==> config.mk <==
export PLATFORM = sky130hd
export DESIGN_NAME = input_vc_scheduler
export DESIGN_NICKNAME = d
export VERILOG_FILES = /design/src/rtl/noc_params.sv /design/src/rtl/input_vc_scheduler_round_robin_arbiter.sv /design/src/rtl/input_vc_scheduler.sv
export SDC_FILE = /design/constraint.sdc
export NUM_CORES = 1
export LEC_CHECK = 0
export CAP_MARGIN = 20
export CORE_AREA = 2 2 39 41
export CTS_BUF_LIST = sky130_fd_sc_hd__clkbuf_4 sky130_fd_sc_hd__clkbuf_8 sky130_fd_sc_hd__clkbuf_16
export DETAILED_ROUTE_END_ITERATION = 8
export DIE_AREA = 0 0 41 43
export PLACE_DENSITY_LB_ADDON = 0.15
export SYNTH_ARGS = -nofsm -noshare
export SYNTH_HDL_FRONTEND = slang
export SYNTH_SLANG_ARGS = --single-unit
==> constraint.sdc <==
create_clock -name clk -period 1.45 [get_ports clk]
set_clock_uncertainty 0.15 [all_clocks]
set_input_delay 0.145 -clock clk [delete_from_list [all_inputs] [get_ports clk]]
set_output_delay 0.145 -clock clk [all_outputs]
set_load 0.02 [all_outputs]
==> src/rtl/noc_params.sv <==
// Shared NoC parameters and types: flit labels, scheduler states, sizing.
package noc_params;

  localparam int unsigned VC_NUM  = 2;
  localparam int unsigned VC_SIZE = 8;

  typedef enum logic [1:0] {
    HEAD     = 2'd0,
    BODY     = 2'd1,
    TAIL     = 2'd2,
    HEADTAIL = 2'd3
  } flit_label_t;

  typedef enum logic {
    IDLE   = 1'b0,
    LOCKED = 1'b1
  } sched_state_t;

  // True for labels that may start a packet.
  function automatic logic is_head_label(input flit_label_t label);
    return (label == HEAD) || (label == HEADTAIL);
  endfunction

endpackage

==> src/rtl/input_vc_scheduler_round_robin_arbiter.sv <==
// Combinational round-robin arbiter; search starts one past the priority pointer.
module round_robin_arbiter #(
  parameter int unsigned N = 2,
  parameter int unsigned W = 1
) (
  input  logic [N-1:0] req_i,
  input  logic [W-1:0] ptr_i,
  output logic [N-1:0] gnt_o,
  output logic [W-1:0] gnt_idx_o,
  output logic         any_o
);

  // Position k steps after the pointer, wrapped to the request range.
  function automatic int unsigned wrap_idx(input logic [W-1:0] ptr, input int unsigned k);
    return (32'(ptr) + k) % N;
  endfunction

  // Pick the first requester in circular order after the pointer.
  always_comb begin
    gnt_o     = '0;
    gnt_idx_o = '0;
    any_o     = 1'b0;
    for (int unsigned k = 1; k <= N; k++) begin
      if (!any_o && req_i[W'(wrap_idx(ptr_i, k))]) begin
        any_o                          = 1'b1;
        gnt_o[W'(wrap_idx(ptr_i, k))]  = 1'b1;
        gnt_idx_o                      = W'(wrap_idx(ptr_i, k));
      end
    end
  end

endmodule

==> src/rtl/input_vc_scheduler.sv <==
// Per-input-port VC read scheduler with wormhole locking.
// Optional protocol checker enabled by defining VC_SCHED_PROTOCOL_CHECK_EN.
module input_vc_scheduler
  import noc_params::*;
#(
  parameter int unsigned VC_NUM   = noc_params::VC_NUM,
  parameter int unsigned VC_SEL_W = (VC_NUM > 1) ? $clog2(VC_NUM) : 1
) (
  input  logic                clk,
  input  logic                rst,
  input  logic [VC_NUM-1:0]   is_empty_i,
  input  flit_label_t         head_label_i [VC_NUM],
  input  logic [VC_NUM-1:0]   on_off_i,
  input  logic                grant_i,
  output logic                valid_o,
  output logic [VC_SEL_W-1:0] vc_sel_o,
  output logic [VC_NUM-1:0]   read_o,
  output logic                locked_o,
  output logic                error_o
);

  sched_state_t          state_q;
  logic [VC_SEL_W-1:0]   lock_vc_q;
  logic [VC_SEL_W-1:0]   last_vc_q;

  logic [VC_NUM-1:0]     elig_c;
  logic [VC_NUM-1:0]     arb_gnt_c;
  logic [VC_SEL_W-1:0]   arb_idx_c;
  logic                  arb_any_c;
  logic                  valid_c;
  logic [VC_SEL_W-1:0]   sel_c;
  logic [VC_NUM-1:0]     read_c;
  logic                  xfer_c;
  flit_label_t           sel_label_c;

  // A VC may start a packet when it holds a head flit and downstream is on.
  always_comb begin
    elig_c = '0;
    for (int unsigned v = 0; v < VC_NUM; v++) begin
      elig_c[v] = ~is_empty_i[v] & on_off_i[v] & is_head_label(head_label_i[v]);
    end
  end

  round_robin_arbiter #(
    .N (VC_NUM),
    .W (VC_SEL_W)
  ) u_arb (
    .req_i     (elig_c),
    .ptr_i     (last_vc_q),
    .gnt_o     (arb_gnt_c),
    .gnt_idx_o (arb_idx_c),
    .any_o     (arb_any_c)
  );

  // Offer selection: arbiter when idle, locked VC inside a packet.
  always_comb begin
    valid_c = 1'b0;
    sel_c   = '0;
    read_c  = '0;
    if (state_q == IDLE) begin
      valid_c = arb_any_c;
      sel_c   = arb_idx_c;
    end else begin
      valid_c = ~is_empty_i[lock_vc_q] & on_off_i[lock_vc_q];
      sel_c   = lock_vc_q;
    end
    if (rst) begin
      valid_c = 1'b0;
    end
    xfer_c = valid_c & grant_i;
    if (xfer_c) begin
      read_c = (state_q == IDLE) ? arb_gnt_c : (VC_NUM'(1) << lock_vc_q);
    end
  end

  assign sel_label_c = head_label_i[sel_c];
  assign valid_o     = valid_c;
  assign vc_sel_o    = sel_c;
  assign read_o      = read_c;
  assign locked_o    = (state_q == LOCKED) & ~rst;

  // Wormhole FSM: lock on HEAD, release on TAIL, advance pointer per packet.
  always_ff @(posedge clk) begin
    if (rst) begin
      state_q   <= IDLE;
      lock_vc_q <= '0;
      last_vc_q <= VC_SEL_W'(VC_NUM - 1);
    end else if (xfer_c) begin
      unique case (state_q)
        IDLE: begin
          if (sel_label_c == HEAD) begin
            state_q   <= LOCKED;
            lock_vc_q <= sel_c;
          end else begin
            last_vc_q <= sel_c;
          end
        end
        LOCKED: begin
          if (sel_label_c == TAIL) begin
            state_q   <= IDLE;
            last_vc_q <= lock_vc_q;
          end
        end
      endcase
    end
  end

`ifdef VC_SCHED_PROTOCOL_CHECK_EN
  logic err_q;
  logic err_d;
  logic bad_front_c;

  // Sticky error on a non-head front while idle or a head transferred while locked.
  always_comb begin
    bad_front_c = 1'b0;
    for (int unsigned v = 0; v < VC_NUM; v++) begin
      if (!is_empty_i[v] && !is_head_label(head_label_i[v])) begin
        bad_front_c = 1'b1;
      end
    end
    err_d = err_q
          | ((state_q == IDLE) & bad_front_c)
          | ((state_q == LOCKED) & xfer_c & is_head_label(sel_label_c));
  end

  // Error flag register, cleared only by reset.
  always_ff @(posedge clk) begin
    if (rst) begin
      err_q <= 1'b0;
    end else begin
      err_q <= err_d;
    end
  end

  assign error_o = err_q;
`else
  assign error_o = 1'b0;
`endif

endmodule

---- Yosys cells after proc, flatten, opt, wreduce, memory -nomap -nowiden ----
Cells that the tools add are included.
storage, ports and cells
  register bits ........................... 3
  output and inout bits ................... 6
  logic and storage cells ................. 74
operators by class
  add/sub/neg operators ................... 2
  order comparisons ....................... 6
  eq/ne operators ......................... 5
  shifts and indexed selects .............. 1
  muxes and demuxes ....................... 32
  bitwise logic cells ..................... 14
  reductions and logical operators ........ 11
operator list
  cell                                                                          number
  1-bit two-way mux                                                             21
  2-bit two-way mux                                                             7
  1-bit AND                                                                     7
  2-bit equality test, second input constant                                    3
  2-bit zero test                                                               3
  1-bit by 2-bit less-than comparator with 1-bit output, second input constant  3
  3-bit AND reduction                                                           2
  1-bit NOT                                                                     5
  1-bit one-hot mux with 2 select lines                                         2
  1-bit logical AND                                                             3
  1-bit adder, second input constant                                            2
  1-bit demux with 1-bit select                                                 2
  1-bit greater-or-equal comparator, second input constant                      2
  2-bit greater-or-equal comparator, second input constant                      1
  1-bit logical OR                                                              2
  2-bit by 1-bit != test with 1-bit output, second input constant               1
  2-bit != test, second input constant                                          1
  1-bit NOT with 2-bit output                                                   1
  2-bit OR                                                                      1
  1-bit by 1-bit left shift with 2-bit output, first input constant             1
  1-bit zero test                                                               1

---- Longest topological paths before layout ----
  depth after elaboration ................. 17
  depth in mapped cells ................... 6
  mapped depth without buffers ............ 6

---- Cells and area by module ----
Synthesis repeated with hierarchy kept, for this count alone.
unflattened totals
  cells, all modules ...................... 43
  area total of the unflattened synthesis .. 354.1 um^2
by module, submodules not included
  module               instances  cells each  area an instance (um^2)
  input_vc_scheduler   1          38          321.6
  round_robin_arbiter  1          5           32.5

---- Least setup slack after synthesis ----
Ideal clock, no wire load.
  path kind ............................... flip-flop to flip-flop
  from .................................... reg state_q
  to ...................................... reg last_vc_q
  setup time .............................. 0.142 ns
  arrival time ............................ 1.368 ns
  data required time ...................... 1.158 ns
  path slack .............................. -0.209 ns
  stages on the path, launching flop included .. 6
  buffers on the path ..................... 0
  period minus slack after synthesis ...... 1.659 ns
  path through ............................ dfxtp_1 > or3_4 > o221ai_4 > inv_2 > a31oi_1 > o221ai_1
between the ends
  longest elaborated chain between the ends .. 8
ends and longest elaborated chain
  item                                                                                        RTL line                                            text
  start, declared                                                                             input_vc_scheduler.sv:22                            sched_state_t state_q;
  start signal, assigned                                                                      input_vc_scheduler.sv:85                            state_q <= IDLE;
  start signal, assigned                                                                      input_vc_scheduler.sv:92                            state_q <= LOCKED;
  start signal, assigned                                                                      input_vc_scheduler.sv:100                           state_q <= IDLE;
  1-bit two-way mux *                                                                         input_vc_scheduler.sv:60                            if (state_q == IDLE) begin
  net vc_sel_o                                                                                input_vc_scheduler.sv:16                            output logic [VC_SEL_W-1:0] vc_sel_o,
  1-bit NOT with 2-bit output (implied by the code)                                           input_vc_scheduler.sv:76                            assign sel_label_c = head_label_i[sel_c];
  2-bit two-way mux (implied by the code) (3 in series)                                       input_vc_scheduler.sv:76
  2-bit equality test or 2-bit zero test (tied branches)                                      input_vc_scheduler.sv:99, input_vc_scheduler.sv:91
  2-bit by 1-bit != test with 1-bit output (no source line) or 2-bit != test (tied branches)  -
  3-bit AND reduction (no source line)                                                        -
  end signal, assigned                                                                        input_vc_scheduler.sv:87                            last_vc_q <= VC_SEL_W'(VC_NUM - 1);
  end signal, assigned                                                                        input_vc_scheduler.sv:95                            last_vc_q <= sel_c;
  end signal, assigned                                                                        input_vc_scheduler.sv:101                           last_vc_q <= lock_vc_q;
  end, declared                                                                               input_vc_scheduler.sv:24                            logic [VC_SEL_W-1:0] last_vc_q;
The timed path passes the listed nets; every way through them passes the cells marked *. The select of a mux whose other input is x is not followed.
A chain may end at the register's enable or synchronous reset.

---- Worst setup path in the final report ----
  from .................................... reg state_q
  to ...................................... reg state_q
between the ends
  longest elaborated chain between the ends .. 8
ends and longest elaborated chain
  item                                                    RTL line                                            text
  1-bit two-way mux                                       input_vc_scheduler.sv:60
  1-bit NOT with 2-bit output (implied by the code)       input_vc_scheduler.sv:76
  2-bit two-way mux (implied by the code) (3 in series)   input_vc_scheduler.sv:76
  2-bit equality test or 2-bit zero test (tied branches)  input_vc_scheduler.sv:99, input_vc_scheduler.sv:91
  1-bit two-way mux, on equally long branches             input_vc_scheduler.sv:99, input_vc_scheduler.sv:91
  1-bit one-hot mux with 2 select lines                   input_vc_scheduler.sv:89                            unique case (state_q)
Several ways; a longest one is shown, not always the timed one. The select of a mux whose other input is x is not followed.

==> flow_metrics.py <==
metrics = {
    "outcome": {
        "outcome": "finished with violations",
        "violations": "setup timing",
    },
    "cts": {
        "ctsLongestPathBuffers": 2,
        "clk_pin_slew_ns": 0.03,
        "htree_levels": 1,
        "cts_tree": "done",
        "cts_root_buf": "clkbuf_4",
        "cts_buffers": 3,
        "insertion_delay_ns": 0.23,
        "cts_hold_buf": 0,
        "clock_sinks": 3,
    },
    "setup_path": {
        "crit_path_end_kind": "register",
        "r2r_slack_ns": -0.25,
        "critPathMaxStageDelay_ns": 0.34,
        "reg2reg_depth": 6,
        "r2r_end": "state_q",
        "critPathArrivalTime_ns": 1.69,
        "crit_slowest_cell": "dfxtp_4",
        "crit_fanout": 4,
        "crit_chain": "or3_4 > o221ai_4 > buf_6 > a211oi_4 > buf_4 > a221oi_2",
        "cp-start-kind": "register",
        "required_ns": 1.44,
        "reg2reg_from": "state_q",
        "crit_type": "register to register",
    },
    "yosys": {
        "synth.cell_area_sq_um": 339,
        "yosysUniqueCellTypes": 26,
        "yosysSeqAreaShare_pct": 17.7,
        "synth-async-reset-ratio_pct": 0,
        "ys_warn_count": 0,
        "ys.flop_type": "dfxtp_1",
        "ys_ff_latch": 3,
        "syn_avg_cell_area_sq_um": 8.07,
        "synth_edf_count": 0,
        "synth_nets": 53,
        "netlist_instances": 42,
    },
    "placed_design": {
        "gp_congestion": 0.789,
        "dpl.hpwl_um": 844,
        "port_buffers": 15,
        "dp_worst_setup_slack_ns": -0.985,
        "place_inst": 90,
        "place_area_sq_um": 664,
    },
    "sta": {
        "hold_viol_final": 0,
        "drv_slew": 0,
        "fin_crit_sh_pct": 117,
        "timing.hold.ws_ns": 0.358,
        "clock.fmax_mhz": 588,
        "worst_slack_ns": -0.252,
        "setup_viol_count_final": 7,
        "post-route-min-period_ns": 1.70,
        "rsz0062_at_grt": "true",
        "tns_ns": -1.49,
    },
    "global_route": {
        "grt_usage_pct": 15.0,
        "grt_overflow_total": 0,
        "grt_pass1_vias": 484,
        "grt_max_degree": 8,
        "antenna_found_initial": 0,
        "grt_pass1_wl_um": 1860,
    },
    "cells_and_area": {
        "drive_gt1_share_pct": 72.1,
        "final_cell_mix": "buf_4, buf_6, nor2_1, clkbuf_4, dlygate4sd2_1",
        "utilization_pct": 62.8,
        "syn2layout_area_growth_pct": 156,
        "n_antenna_cell": 0,
        "layout_commonest_cell": "buf_4",
        "design_area_sq_um": 870,
        "instances_no_fill": 102,
        "fin_nets": 98,
    },
    "power": {
        "leakage_nw": 0.357,
        "total_power_uw": 499,
        "ir_drop_uv": 479,
        "p_per_area_nw_per_um2": 574,
    },
    "floorplanning": {
        "die_area_sq_um": 1760,
        "die_h_um": 43,
        "rows": 14,
        "core_area_sq_um": 1380,
        "io_pins": 17,
        "start_util_pct": 24.5,
        "die_x_um": 41,
    },
    "min_path": {
        "hp-class": "input pin to register",
        "hold_start": "head_label_i[0]",
        "holdPathStages": 6,
        "worstHoldEndpoint": "state_q",
    },
    "routing": {
        "firstDrtPassIters": 2,
        "viasPerCell": 4.79,
        "drt_wl_total_um": 1300,
        "vias": 489,
        "drc_errors": 0,
        "ant_nets": 0,
        "drt_iter0_drc": 5,
        "wl_per_cell_um": 12.7,
    },
    "flow_run": {
        "cap_viol_max_count": 0,
    },
}
-- flip-flops by register name, summed over array words and instances, names as in the netlist --
signal and flops:
state_q 1, last_vc_q 1, lock_vc_q 1
-- synthesized netlist by cell type (2+ instances only) --
cell type / instances / share of area (%)
a31oi_1: 2 / 3.7
dfxtp_1: 3 / 18
inv_2: 2 / 2.2
nand2_1: 2 / 2.2
nand2b_1: 3 / 5.5
nand3b_1: 2 / 4.4
nor2_1: 7 / 7.8
o221ai_1: 2 / 5.2
xor2_1: 2 / 5.2
-- layer usage --
metal | vias up | track usage [%] | wire [um] | part of all wire, %
met1 | 240 | 18.0 | 534 | 41
li1 | 241 | - | - | -
met3 | 0 | 1.57 | 26 | 2.0
met4 | 0 | 8.00 | 0 | 0
met5 | - | 0 | 0 | 0
met2 | 8 | 24.4 | 737 | 57
-- power by group --
group / leakage, nW / total (mW) / switching [mW] / internal [mW]
Sequential: 0.0252 / 0.0895 / 0.00365 / 0.0858
Clock: 0.0184 / 0.166 / 0.0440 / 0.122
Combinational: 0.314 / 0.244 / 0.112 / 0.132
-- how the worst max path moves through the flow --
stage | startpoint | end | slack (ns) | cells after the start
6_report | state_q | state_q | -0.25 | 6
4_1_cts | state_q | state_q | -0.30 | 6
2_1_floorplan | head_label_i[3] | last_vc_q | -0.12 | 6
5_1_grt | is_empty_i[0] | state_q | -0.32 | 8
3_5_place_dp | head_label_i[3] | read_o[1] | -0.98 | 6
3_3_place_gp | head_label_i[3] | read_o[1] | -1.00 | 6
-- what timing repair did --
action / 4_1_cts / 5_1_grt
endpoints found under the setup margin: 8 / 8
resized for setup: 50 / 24
buffers inserted: 6 / 5
pin swaps: 11 / 10
-- critical path: cells and delay by family, from the launching register on --
kind / cells / cell delay (ns)
AO/OA/AOI/OAI: 3 / 0.49
AND/OR/NAND/NOR: 1 / 0.34
flip-flops: 1 / 0.34
buffers and inverters: 2 / 0.30
-- logic make-up after synthesis --
kind of cell              synth area share [%]
AOI/OAI and AO/OA                         34.3
xor gates and xnor gates                  5.17
buffers and inverters                     5.54
DFF                                       17.7
muxes                                     2.95
other                                     1.11
and+or+nand+nor                           33.2
-- final cells by class --
class | count | area, sq um
Clock buffer | 4 | 30.0
Sequential cell | 3 | 66.3
Fill cell | 120 | 514
Tap cell | 16 | 20.0
Timing Repair Buffer | 41 | 347
Multi-Input combinational cell | 35 | 395
Inverter | 3 | 11.3
Note: power is estimated with default switching activity, not from simulation.
